[config.mk]
export PLATFORM = sky130hd
export DESIGN_NAME = fifo_uart_tx
export DESIGN_NICKNAME = d
export VERILOG_FILES = /design/src/rtl/fifo_uart_tx.sv
export SDC_FILE = /design/constraint.sdc
export NUM_CORES = 1
export LEC_CHECK = 0
export ABC_AREA = 1
export BUFFER_PORTS_ARGS = -buffer_cell sky130_fd_sc_hd__buf_4
export CAP_MARGIN = 5
export CORE_ASPECT_RATIO = 1.1
export CORE_MARGIN = 2
export CORE_UTILIZATION = 50
export DETAILED_ROUTE_END_ITERATION = 8
export MAX_ROUTING_LAYER = met4
export PLACE_DENSITY = 0.72
export RECOVER_POWER = 50
export SKIP_CTS_REPAIR_TIMING = 1
export SYNTH_ARGS = -nofsm -noshare
export SYNTH_HDL_FRONTEND = slang
export SYNTH_SLANG_ARGS = --single-unit
[constraint.sdc]
create_clock -name i_clock -period 2.97 [get_ports i_clock]
set_clock_uncertainty 0.05 [all_clocks]
set_input_delay 0 -clock i_clock [delete_from_list [all_inputs] [get_ports i_clock]]
set_output_delay 0 -clock i_clock [all_outputs]
set_load 0.02 [all_outputs]
[src/rtl/fifo_uart_tx.sv]
// fifo_uart_tx: drains a first-word-fall-through FIFO, sending each word as a UART frame (start, LSB-first data, [even parity], stop).
// Latency: pop strobe and start bit appear on the edge after a word is seen in IDLE; frame = (1+DATA_WIDTH+P+STOP_BITS)*CLKS_PER_BIT cycles.
// Backpressure: pops only in IDLE with i_enable && !i_empty; define LIBSV_FIFO_UART_TX_PARITY_EN for the even-parity bit.
module fifo_uart_tx #(
    parameter int DATA_WIDTH   = 8,
    parameter int CLKS_PER_BIT = 16,
    parameter int STOP_BITS    = 1
) (
    input  logic                  i_clock,
    input  logic                  i_areset,
    input  logic                  i_enable,
    input  logic                  i_empty,
    input  logic [DATA_WIDTH-1:0] i_data,
    output logic                  o_rd_en,
    output logic                  o_tx,
    output logic                  o_busy
);
    localparam int BAUD_W = $clog2(CLKS_PER_BIT);
    localparam int BIT_W  = $clog2(DATA_WIDTH);
    localparam logic [BAUD_W-1:0] BAUD_LAST = BAUD_W'(CLKS_PER_BIT - 1);
    localparam logic [BIT_W-1:0]  DATA_LAST = BIT_W'(DATA_WIDTH - 1);
    localparam logic [BIT_W-1:0]  STOP_LAST = BIT_W'(STOP_BITS - 1);

    typedef enum logic [2:0] {
        S_IDLE,
        S_START,
        S_DATA,
        S_PARITY,
        S_STOP
    } state_t;

    state_t                  state_q, state_d;
    logic [BAUD_W-1:0]       baud_q, baud_d;
    logic [BIT_W-1:0]        bit_q, bit_d;
    logic [DATA_WIDTH-1:0]   shift_q, shift_d;
    logic                    rd_en_q, rd_en_d;
    logic                    busy_q, busy_d;
    logic                    tx_q, tx_d;
    logic                    baud_tick;
`ifdef LIBSV_FIFO_UART_TX_PARITY_EN
    logic                    parity_q, parity_d;
`endif

    assign baud_tick = (baud_q == BAUD_LAST);

    always_comb begin
        state_d = state_q;
        bit_d   = bit_q;
        shift_d = shift_q;
        rd_en_d = 1'b0;
        busy_d  = busy_q;
`ifdef LIBSV_FIFO_UART_TX_PARITY_EN
        parity_d = parity_q;
`endif
        case (state_q)
            S_IDLE: begin
                // The head word is captured on the same edge the pop strobe rises,
                // so the FIFO pop one cycle later cannot disturb it.
                if (i_enable && !i_empty) begin
                    shift_d = i_data;
                    rd_en_d = 1'b1;
                    busy_d  = 1'b1;
                    state_d = S_START;
`ifdef LIBSV_FIFO_UART_TX_PARITY_EN
                    parity_d = ^i_data;
`endif
                end
            end
            S_START: begin
                if (baud_tick) begin
                    state_d = S_DATA;
                end
            end
            S_DATA: begin
                if (baud_tick) begin
                    if (bit_q == DATA_LAST) begin
`ifdef LIBSV_FIFO_UART_TX_PARITY_EN
                        state_d = S_PARITY;
`else
                        state_d = S_STOP;
`endif
                    end else begin
                        bit_d   = bit_q + BIT_W'(1);
                        shift_d = shift_q >> 1;
                    end
                end
            end
`ifdef LIBSV_FIFO_UART_TX_PARITY_EN
            S_PARITY: begin
                if (baud_tick) begin
                    state_d = S_STOP;
                end
            end
`endif
            S_STOP: begin
                // The bit counter is reused to count stop bits.
                if (baud_tick) begin
                    if (bit_q == STOP_LAST) begin
                        state_d = S_IDLE;
                        busy_d  = 1'b0;
                    end else begin
                        bit_d = bit_q + BIT_W'(1);
                    end
                end
            end
            default: begin
                state_d = S_IDLE;
                busy_d  = 1'b0;
            end
        endcase

        if (state_d != state_q) begin
            bit_d = '0;
        end

        if ((state_d != state_q) || (state_q == S_IDLE) || baud_tick) begin
            baud_d = '0;
        end else begin
            baud_d = baud_q + BAUD_W'(1);
        end

        // Line level is registered from the state being entered so it changes on the transition edge.
        case (state_d)
            S_START: tx_d = 1'b0;
            S_DATA:  tx_d = shift_d[0];
`ifdef LIBSV_FIFO_UART_TX_PARITY_EN
            S_PARITY: tx_d = parity_d;
`endif
            default: tx_d = 1'b1;
        endcase
    end

    always_ff @(posedge i_clock or posedge i_areset) begin
        if (i_areset) begin
            state_q <= S_IDLE;
            baud_q  <= '0;
            bit_q   <= '0;
            shift_q <= '0;
            rd_en_q <= 1'b0;
            busy_q  <= 1'b0;
            tx_q    <= 1'b1;
        end else begin
            state_q <= state_d;
            baud_q  <= baud_d;
            bit_q   <= bit_d;
            shift_q <= shift_d;
            rd_en_q <= rd_en_d;
            busy_q  <= busy_d;
            tx_q    <= tx_d;
        end
    end

`ifdef LIBSV_FIFO_UART_TX_PARITY_EN
    always_ff @(posedge i_clock or posedge i_areset) begin
        if (i_areset) begin
            parity_q <= 1'b0;
        end else begin
            parity_q <= parity_d;
        end
    end
`endif

    assign o_rd_en = rd_en_q;
    assign o_tx    = tx_q;
    assign o_busy  = busy_q;

endmodule

==> results.md <==
* Max-slew violations at 0
* Die footprint at between 2000 and 3000 um^2
* Total number of vias at 912
* Die height at 53.8 um
* Warnings, synthesis at 0
* EDFF count, synth at 0
* Comb power frac at 6.1%
* Reg clk slew, reported paths at 0.11 ns
* Power consumption at 452 uW
* Layout net count at about 170
* Mux cell area share after synthesis at 0%
* Grt ovf at 0
* Total negative setup slack at 0 ns
* Max VDD drop at about 0.31 mV
* Asr flop ratio synth at 100%
* Crit start category: flop
* Die width at between 40 and 50 um
* DR pass1 iterations at 4
* Setup CP Type: reg2reg
* Routability cong. at 0.843
* Initial antenna violation count at 0
* Final wirelength at 2.28 mm
* Psw at 96.3 uW
* Routed wire per std cell at 12.3 um
* All-Layer GR Usage at 19.2%
* Max-Cap Viols at 0
* Multi-input gate area at 529 um^2
* Seq cells post-synth at 21
* Via density at 4.93
* Antenna Cells at 0
* Worst r2r src: bit_q[0]
* Mapped Cells at 128
* Clock share of power at 30.7%
* Top-area cell type share of the netlist area at 44.4%
* Yosys cell types at 29
* Fin crit period at 1.64 ns
* Worst Hold End: o_busy
* Clock latency at the later pin of the worst-skew pair at 0.30 ns
* Hold path start: i_empty
* Initial core utilization at between 50 and 60%
* Outcome: completed
* Reg-to-Reg End: o_tx
* Post-synth top cells: nand2_1 (34), dfrtp_1 (20), inv_1 (14)
* Simple-gate share of the synthesized area at 31.4%
* Mean Syn Cell Area at 8.80 um^2
* GR Util met2 at between 30% and 40%
* P&R area growth vs syn at 22.0%
* Root Buffer: clkbuf_4
* Critical Path RT at roughly 3.2 ns
* Post-DP HPWL at 1.68 mm
* Syn Nets at 144
* CTS Sinks at 21
* IO Port Bufs at 14
* Largest family of logic cells by synthesized area: simple AND/OR/NAND/NOR gates
* # IOs at 15
* Compound-Gate Fraction of Synth Area at 9.56%
* # DRC at 0
* Final period utilization at a little under three fifths
* Setup-failing EPs final at 0
* Register area at roughly 530 um^2
* Critical path fanouts, max at 5
* Seq/Total Area, Yosys at 46.8%
* Xor/xnor share of the synthesized area at 1.56%
* Initial DRC count at 8
* Mapped Area at 1130 um^2
* Clock Path Buffers at 2
* Core Region at 2180 um^2
* Number of global-route vias before repair at between 800 and 900
* Crit path DAT at 1.85 ns
* Hold path cells at 6
* Met3 Track Usage GR at 2.78%
* Hold Violations, Final at 0
* Cell-internal power at about 360 uW
* Fillers at 199
* Top_reg_cell synth: dfrtp_1
* Relative slew slack at 48.6%
* Hold slack at 0.152 ns
* Cell Rows at 18
* Pwr dens at 329 nW/um^2
* Most common cell in the netlist: nand2_1
* First-pass GRT wire length at 3.57 mm
* Slew @ Worst Pin at 0.770 ns
* Flop pwr share at 63.3%
* Fraction of layout instances using a drive strength above 1 at roughly a fifth
* Yosys top cell by area: dfrtp_1
* Top cells by area, synth: dfrtp_1 (44%), nand2_1 (11%), inv_1 (4.7%)
* Most used routing layer: met2
* Slack of the worst reg-to-reg path at roughly 1.3 ns
* H-tree depth at 1
* Met1 GRT Util at about 22%
* Static Leak at 0.744 nW
* Adder-Cell Fraction of Synth Area at 4.44%
* Max Clk Rate at 0.610 GHz
* CTS tree: done
* Crit end category: flop
* Switching portion of total power at 21.3%
* Pin count of the biggest net entering global routing at 22
* Cts bufs inserted at 3
* Routed Antenna Nets at 0
* Min-Delay Path Class: in2reg
* Reg2Reg Depth at 9
* Unrepaired setup endpoints after global routing: false
[routing by layer]
metal  routed length (um)  vias up
met2                 1140       18
met4                   69        0
met1                 1010      413
met3                   67        6
li1                     -      475
met5                    0        -
[power by group through the flow]
| stage | registers (mW) | clock network (mW) | logic (mW) |
|---|---|---|---|
| 6_report | 0.286 | 0.139 | 0.0274 |
| 5_1_grt | 0.286 | 0.156 | 0.0308 |
| 4_1_cts | 0.286 | 0.146 | 0.0183 |
| 3_3_place_gp | 0.291 | 0 | 0.0181 |
| 3_5_place_dp | 0.291 | 0 | 0.0183 |
| 2_1_floorplan | 0.291 | 0 | 0.00572 |
[cell families (layout without fill, tap and decap cells)]
group | count (synthesis) | count (layout)
DFF | 21 | 21
buffers and inverters | 18 | 45
and+or+nand+nor | 67 | 67
adders and majority gates | 4 | 4
xor gates and xnor gates | 2 | 2
AOI/OAI and AO/OA | 16 | 16
[per-stage QoR]
| step | setup WS, ns | utilization [%] | cell area (um^2) | std cells |
|---|---|---|---|---|
| CTS | 1.31 | 59.3 | 1290 | 176 |
| global placement | 1.39 | 58.1 | 1270 | 172 |
| floorplan | 1.48 | - | 1130 | 128 |
| finish | 1.33 | 62.9 | 1370 | 185 |
| global route | 1.17 | 62.9 | 1370 | 185 |
| detailed placement | 1.34 | 58.1 | 1270 | 172 |
[registers in the layout (all words and copies together), names as in the netlist]
name and cells:
state_q 3, bit_q 3, o_rd_en 1, shift_q 8, o_tx 1, baud_q 4
o_busy 1
[cell usage in the layout (no fill, tap or decap), drive strengths merged]
master       netlist  routed
or2                1       1
nand2             37      37
nor3               1       1
o21bai             1       1
inv               18      18
a32oi              2       2
ha                 4       4
nand4              6       6
xnor2              1       1
o21ai              7       7
a22oi              4       4
dfstp              1       1
a22o               1       1
dlygate4sd3        0       9
nor2              13      13
a21oi              1       1
dfrtp             20      20
clkbuf             0       8
buf                0      10
nand3              9       9
xor2               1       1
[worst max-delay path by stage]
stage	start	end
after global routing	bit_q[0]	bit_q[1]
after CTS	bit_q[0]	o_tx
after global placement	bit_q[1]	baud_q[3]
after floorplan	bit_q[0]	shift_q[7]
final	bit_q[0]	o_tx
after detailed placement	bit_q[0]	o_tx
[layout make-up]
type	count	area share, %
multi-input cells	89	38.5
flip-flops and latches	21	38.3
repair buffers	23	13.4
inverters	18	5.10
well taps	30	2.73
clock buffers	4	1.91
[critical path: stages, from the launching register on]
cell and delay [ns]:
dfrtp_1 0.42, ha_1 0.21, ha_1 0.19, inv_1 0.07, nand4_2 0.15, nor2_2 0.23, a21oi_1 0.10, nand2_1 0.08
nand2_1 0.05, nand2_1 0.06
No activity file was read; power rests on OpenSTA's default activity.
